`config.mk`:
```
export PLATFORM = sky130hd
export DESIGN_NAME = sipo
export DESIGN_NICKNAME = d
export VERILOG_FILES = /design/src/rtl/sipo.sv
export SDC_FILE = /design/constraint.sdc
export NUM_CORES = 1
export LEC_CHECK = 0
export CORE_UTILIZATION = 30
export CTS_CLUSTER_SIZE = 24
export DETAILED_ROUTE_END_ITERATION = 8
export PLACE_DENSITY = 0.63
export SLEW_MARGIN = 20
export SYNTH_ARGS = -nofsm -noshare
export SYNTH_HDL_FRONTEND = slang
export SYNTH_SLANG_ARGS = --single-unit
```
`constraint.sdc`:
```
create_clock -name clk -period 1.3 [get_ports clk]
set_clock_uncertainty 0.1 [all_clocks]
set_input_delay 0.26 -clock clk [delete_from_list [all_inputs] [get_ports clk]]
set_output_delay 0.26 -clock clk [all_outputs]
set_load 0.03 [all_outputs]
```
`src/rtl/sipo.sv`:
```
// Serial-in/parallel-out word assembler.
// Packs NUM_WORDS serial words of DATA_WIDTH bits into one OUT_WIDTH-bit
// frame. The first word accepted ends up in the MSBs of the frame. A one-cycle
// done pulse marks each completed frame.
module sipo #(
  parameter  int DATA_WIDTH = 8,
  parameter  int NUM_WORDS  = 8,
  localparam int OUT_WIDTH  = DATA_WIDTH * NUM_WORDS
) (
  input  logic                  clk,
  input  logic                  rst,
  input  logic                  ready,
  input  logic [DATA_WIDTH-1:0] serial_in,
  output logic [OUT_WIDTH-1:0]  parallel_out,
  output logic                  done
);

  localparam int SH_W  = OUT_WIDTH - DATA_WIDTH;
  localparam int CNT_W = (NUM_WORDS > 1) ? $clog2(NUM_WORDS) : 1;
  localparam logic [CNT_W-1:0] LAST = CNT_W'(NUM_WORDS - 1);

  logic [SH_W-1:0]      shreg;
  logic [CNT_W-1:0]     count;
  logic [OUT_WIDTH-1:0] frame;

  // Stored partial words with the incoming word appended at the LSBs.
  // The low SH_W bits of this are the next shift-register value, and the full
  // width is the completed frame. Slicing it this way also covers NUM_WORDS=2.
  always_comb begin
    frame = {shreg, serial_in};
  end

  // Word counter, shift register, frame output and done pulse.
  // Reset takes priority over ready. When ready is low, nothing is sampled
  // from serial_in, so an undefined serial_in cannot disturb the state.
  always_ff @(posedge clk) begin
    if (!rst) begin
      shreg        <= '0;
      count        <= '0;
      parallel_out <= '0;
      done         <= 1'b0;
    end else begin
      done <= 1'b0;
      if (ready) begin
        if (count == LAST) begin
          parallel_out <= frame;
          done         <= 1'b1;
          count        <= '0;
          shreg        <= '0;
        end else begin
          shreg <= frame[SH_W-1:0];
          count <= count + CNT_W'(1);
        end
      end
    end
  end

endmodule

```
==> results of run 1 <==
power groups by stage:
stage	clock network, mW	registers (mW)	logic [mW]
3_5_place_dp	0	3.95	0.356
5_1_grt	4.92	3.87	0.396
6_report	4.62	3.87	0.361
3_3_place_gp	0	3.95	0.347
4_1_cts	4.70	3.87	0.357
2_1_floorplan	0	3.94	0.261
registers in the layout, indices dropped and copies added, names as in the netlist:
signal and flops:
count 3, done 1, parallel_out 64, shreg 56
kinds of logic after synthesis:
logic type | Yosys count | synth area share
AOI/OAI and AO/OA | 121 | 0.186
muxes | 2 | 0.00418
DFF | 124 | 0.519
buffers and inverters | 61 | 0.0656
adders and majority gates | 3 | 0.00784
and+or+nand+nor | 191 | 0.218
layer usage:
layer,routed length [um],GRT usage,part of all wire
met4,157,0.0512,0.013
met3,542,0.0472,0.046
met5,0,0,0
met2,5740,0.231,0.49
met1,5390,0.184,0.46
worst max-delay path by stage:
stage,endpoint,slack (ns)
after global routing,parallel_out[26]$_SDFFE_PN0P_,-0.18
final,parallel_out[22]$_SDFFE_PN0P_,-0.13
after detailed placement,parallel_out[39]$_SDFFE_PN0P_,-0.16
after global placement,parallel_out[21]$_SDFFE_PN0P_,-0.10
after floorplan,shreg[45]$_SDFFE_PN0P_,-0.04
after CTS,shreg[4]$_SDFFE_PN0P_,-0.1
area by class of cell:
cell class	instances	share of cell area
tap	211	0.0389
clock buffer	23	0.0734
timing repair buffer	103	0.201
multi-input combinational	317	0.300
sequential	124	0.374
clock inverter	7	0.0129
per-stage QoR:
stage / hold WS (ns) / cell area [um^2] / utilization
after detailed placement: 0.344 / 5940 / 0.386
after global routing: 0.171 / 6780 / 0.441
after CTS: 0.163 / 6560 / 0.427
after floorplan: 0.318 / 4900 / -
after global placement: 0.340 / 5940 / 0.386
final: 0.170 / 6780 / 0.441
what timing repair did:
item | CTS | global route
hold endpoints to repair | 0 | 0
pin swaps | 0 | 2
setup endpoints to repair | 136 | 157
gates cloned | 0 | 3
gates resized for setup | 22 | 58
buffers inserted | 0 | 3
worst min-delay path, cell delays in order:
cell and delay (ns):
buf_4 0.20, nand4_1 0.10, o21ai_1 0.06
synth_stat cells (2+ instances only):
| master | instances | share of area |
|---|---|---|
| a32o_1 | 56 | 0.12 |
| nand2_1 | 64 | 0.050 |
| dfxtp_1 | 124 | 0.52 |
| clkbuf_1 | 25 | 0.020 |
| nor2b_1 | 59 | 0.077 |
| buf_6 | 6 | 0.014 |
| buf_2 | 29 | 0.030 |
| ha_1 | 3 | 0.0078 |
| nand4_1 | 64 | 0.084 |
| mux2i_1 | 2 | 0.0042 |
| o21ai_0 | 64 | 0.067 |
==> results.toml, run 1 <==
[setup_path]
cpMaxStageDelayCell = "dfxtp_2"
critical_path_arrival_ns = 1.62
crit_type = "reg2reg"
crit_start = "count[1]$_SDFFE_PN0P_"
r2r_end = "parallel_out[22]$_SDFFE_PN0P_"
cp_top_family = "flip-flops"
r2r_start = "count[1]$_SDFFE_PN0P_"
end_kind = "register"
r2r_cells = 5
crit_path_frequent_cell = "ha_4"
worstSetupPathDepth = 5
crit_fanout = 30
r2r_setup_slack_ns = -0.13
crit_required_ns = 1.49
path_cells = "ha_4 -> ha_4 -> and2_4 -> buf_12 -> o21ai_1"
max_stage_delay_ns = 0.35
cp-start-kind = "register"
critical_path_buf_inv_count = 1

[hold_path]
hp-class = "in2reg"
hold-path-endpoint = "parallel_out[62]$_SDFFE_PN0P_"
worstHoldStart = "ready"
hold_depth = 3

[layout]
fin_cells = 785
antennaDiodeCount = 0
multi_input_area_um2 = 2030
n_fill_cell = 1431
area.growth.synth_to_final_pct = 41.8
layout_common_cells = "81 x dfxtp_1, 64 x nand2_1, 64 x nand4_1, 63 x o21ai_1, 59 x nor2b_1"
regArea_um2 = 2540
layout_commonest_cell = "dfxtp_1"
nets = 577
drive_above_1_share = 0.301

[sta]
setup_ws_ns = -0.127
rsz0062_at_grt = "true"
tightest_slew_ns = 0.333
setup_tns_ns = -10.15
fin_crit_sh = 1.10
relSlewSlack = 0.778
hold_violations = 0
maxSlewViolCount = 0
fmaxAchievable_ghz = 0.701
setup_viol = 120
min_period_ns = 1.43

[power_and_ir_drop]
p_leak_nw = 2.48
p_int_mw = 7.01
irDropWorstVdd_v = 0.000688
powerDensity_nw_per_um2 = 1310
p_sw_frac = 0.208
clkPwrFrac = 0.522
power_mw = 8.85
combPwrFrac = 0.041
p_switching_mw = 1.84
p_seq_frac = 0.437

[place]
port_buffers = 75
dp_hpwl_um = 7520
preCtsSetupSlack_ns = -0.164
gp_congestion = 0.712
place_inst = 750

[drt]
wl_um = 11800
wire_per_inst_um = 15.1
vias_per_cell = 5.16
drtIter0Drc = 262
num_vias = 4053
drc = 0
drtAntennaViolNets = 0
firstDrtPassIters = 4

[floorplanning]
die-area_um2 = 16500
die-height_um = 128
dieWidth_um = 128
coreArea_um2 = 15400
rows = 45
pin_count = 76
initial_core_util = 0.311

[yosys]
synth-main-ff-cell = "dfxtp_1"
synthDistinctLibCells = 17
seq_area_frac_synth = 0.519
yosysWarningCount = 0
synthesis.area_um2 = 4790
syn-num-nets = 516
synth_seq_cells = 124
synth_cells = 502
syn_avg_cell_area_um2 = 9.53
ys_async_sr_fraction = 0
synth-edff-count = 0

[cts]
cts-root-buf = "clkbuf_16"
htree_levels = 4
cts_tree = "yes"
postCtsHoldBufs = 0
numClockSinks = 124
cts_buffers = 17
clk_pin_slew_ns = 0.05
clock_latency_ns = 0.41
clockBufferDepth = 2

[grt]
overflow = 0
grt_pass1_vias = 3812
antenna_found_initial = 0
track_usage = 0.145
grt_pass1_wl_um = 19000
grt_max_degree = 83

[run]
max_cap_violations = 0

[run_status]
violations = "setup timing"
status = "finished, violations left"
Power figures use the tool's default switching activity.
==> run 2: changes to the inputs <==
CORE_UTILIZATION = 46   (was 30)
PLACE_DENSITY = 0.84   (was 0.63)
==> run 2 against run 1 <==
Effect of this change:
- worst hold slack got worse by 0.0066 ns
- die area shrank 34%
- sequential power is essentially flat
- global-route usage is 8.7 points higher
- the flow still finishes with violations (setup timing)
- flip-flop and latch count did not move
- via count up 7.2%
- design area grew 5.4%
==> results.toml, run 2 (synthesis gave the netlist of run 1 again) <==
[setup_path]
cp-start-kind = "register"
critical_path_arrival_ns = 1.82
critical_path_buf_inv_count = 1
crit_fanout = 40
end_kind = "register"
r2r_start = "count[0]$_SDFFE_PN0P_"
cpMaxStageDelayCell = "dfxtp_2"
cp_top_family = "adder cells"
r2r_end = "shreg[17]$_SDFFE_PN0P_"
r2r_cells = 5
r2r_setup_slack_ns = -0.17
path_cells = "ha_4 -> ha_4 -> nor2b_4 -> buf_12 -> a32o_1"
crit_path_frequent_cell = "ha_4"
crit_required_ns = 1.65
crit_type = "reg2reg"
max_stage_delay_ns = 0.34

[drt]
wire_per_inst_um = 18.1
firstDrtPassIters = 5
num_vias = 4345
drtAntennaViolNets = 0
vias_per_cell = 5.85
wl_um = 13400
drc = 0
drtIter0Drc = 257

[power_and_ir_drop]
p_leak_nw = 2.77
p_int_mw = 6.80
power_mw = 8.74
clkPwrFrac = 0.512
combPwrFrac = 0.045
p_seq_frac = 0.443
powerDensity_nw_per_um2 = 1220
p_switching_mw = 1.95
p_sw_frac = 0.223
irDropWorstVdd_v = 0.000813

[grt]
grt_pass1_wl_um = 20100
overflow = 0
track_usage = 0.233
antenna_found_initial = 0
grt_max_degree = 85
grt_pass1_vias = 3996

[layout]
top_regs = "parallel_out x64, shreg x56, count x3"
area.growth.synth_to_final_pct = 49.4
fin_cells = 743
top_register = "parallel_out"
antennaDiodeCount = 0
largest_reg_flops = 64
drive_above_1_share = 0.456
nets = 612
layout_common_cells = "67 x dfxtp_2, 64 x nand2_1, 64 x nand4_1, 61 x buf_6, 59 x nor2b_1"
layout_commonest_cell = "dfxtp_2"

[sta]
fmaxAchievable_ghz = 0.680
fin_crit_sh = 1.13
setup_tns_ns = -17.42
min_period_ns = 1.47
tightest_slew_ns = 0.306
setup_viol = 186
rsz0062_at_grt = "true"
maxSlewViolCount = 0
hold_violations = 0
setup_ws_ns = -0.171
relSlewSlack = 0.796
hold_slack_ns = 0.163

[place]
port_buffers = 75
dp_hpwl_um = 6770
place_inst = 674
gp_congestion = 0.756

[cts]
cts-root-buf = "clkbuf_8"
clk_pin_slew_ns = 0.06
cts_tree = "yes"
clockBufferDepth = 2
clock_latency_ns = 0.52
cts_buffers = 17
htree_levels = 4
numClockSinks = 124

[floorplanning]
die-area_um2 = 10800
dieWidth_um = 104
coreArea_um2 = 9910
pin_count = 76
initial_core_util = 0.483
rows = 36
die-height_um = 104

[hold_path]
hold_depth = 4
hold-path-endpoint = "parallel_out[19]$_SDFFE_PN0P_"
worstHoldStart = "ready"
hp-class = "in2reg"

[run_status]
status = "finished, violations left"
violations = "setup timing"

[run]
max_cap_violations = 0
## run 2: changes by cell type in the layout (fill, tap and decap cells not counted), sizes merged
cell,change
buf,+33
clkbuf,-3
clkinv,+2
clkinvlp,+2
bufbuf,+1
dlygate4sd3,+1
## run 2: layout make-up
class | count | area (um^2)
Tap cell | 133 | 166
Clock buffer | 20 | 445
Sequential cell | 124 | 2570
Timing Repair Buffer | 138 | 1620
Fill cell | 636 | 2760
Clock inverter | 11 | 120
Multi-Input combinational cell | 317 | 2230
## run 2: worst max path at each step
stage,cells past startpoint,to,slack [ns],startpoint
after detailed placement,5,parallel_out[16]$_SDFFE_PN0P_,-0.15,count[1]$_SDFFE_PN0P_
after floorplan,6,shreg[45]$_SDFFE_PN0P_,-0.04,count[1]$_SDFFE_PN0P_
final,5,shreg[17]$_SDFFE_PN0P_,-0.17,count[0]$_SDFFE_PN0P_
after global placement,5,parallel_out[54]$_SDFFE_PN0P_,-0.09,count[1]$_SDFFE_PN0P_
after CTS,6,parallel_out[16]$_SDFFE_PN0P_,-0.13,count[0]$_SDFFE_PN0P_
after global routing,6,parallel_out[16]$_SDFFE_PN0P_,-0.20,count[0]$_SDFFE_PN0P_
## run 2: timing repair
action                                  4_1_cts  5_1_grt
setup buffers                                21       13
hold buffers                                  1        0
endpoints found under the setup margin      186      186
resized for setup                           164       28
gates cloned                                  2        2
pin swaps                                     9       27
endpoints found under the hold margin         4        0
## run 2: worst min-delay path: stages
cell	delay [ns]
buf_4	0.16
buf_12	0.17
nand4_1	0.09
o21ai_2	0.05
## run 2: per-stage QoR
stage          utilization  cell area, um^2  setup slack (ns)
2_1_floorplan            -             4900           -0.0418
3_3_place_gp         0.571             5650           -0.0924
3_5_place_dp         0.571             5650            -0.152
4_1_cts              0.695             6890            -0.131
5_1_grt              0.721             7150            -0.202
6_report             0.721             7150            -0.171
## run 2: power groups by stage
stage	logic [mW]	registers, mW	clock network, mW
2_1_floorplan	0.261	3.94	0
3_3_place_gp	0.358	3.95	0
3_5_place_dp	0.366	3.95	0
4_1_cts	0.376	3.87	4.52
5_1_grt	0.418	3.87	4.70
6_report	0.392	3.87	4.48
## run 2: routing by layer
layer	share of wire	wire, um	global-route usage
met1	0.41	5550	0.283
met2	0.52	7000	0.398
met3	0.050	669	0.0576
met4	0.016	215	0.0847
met5	0	0	0
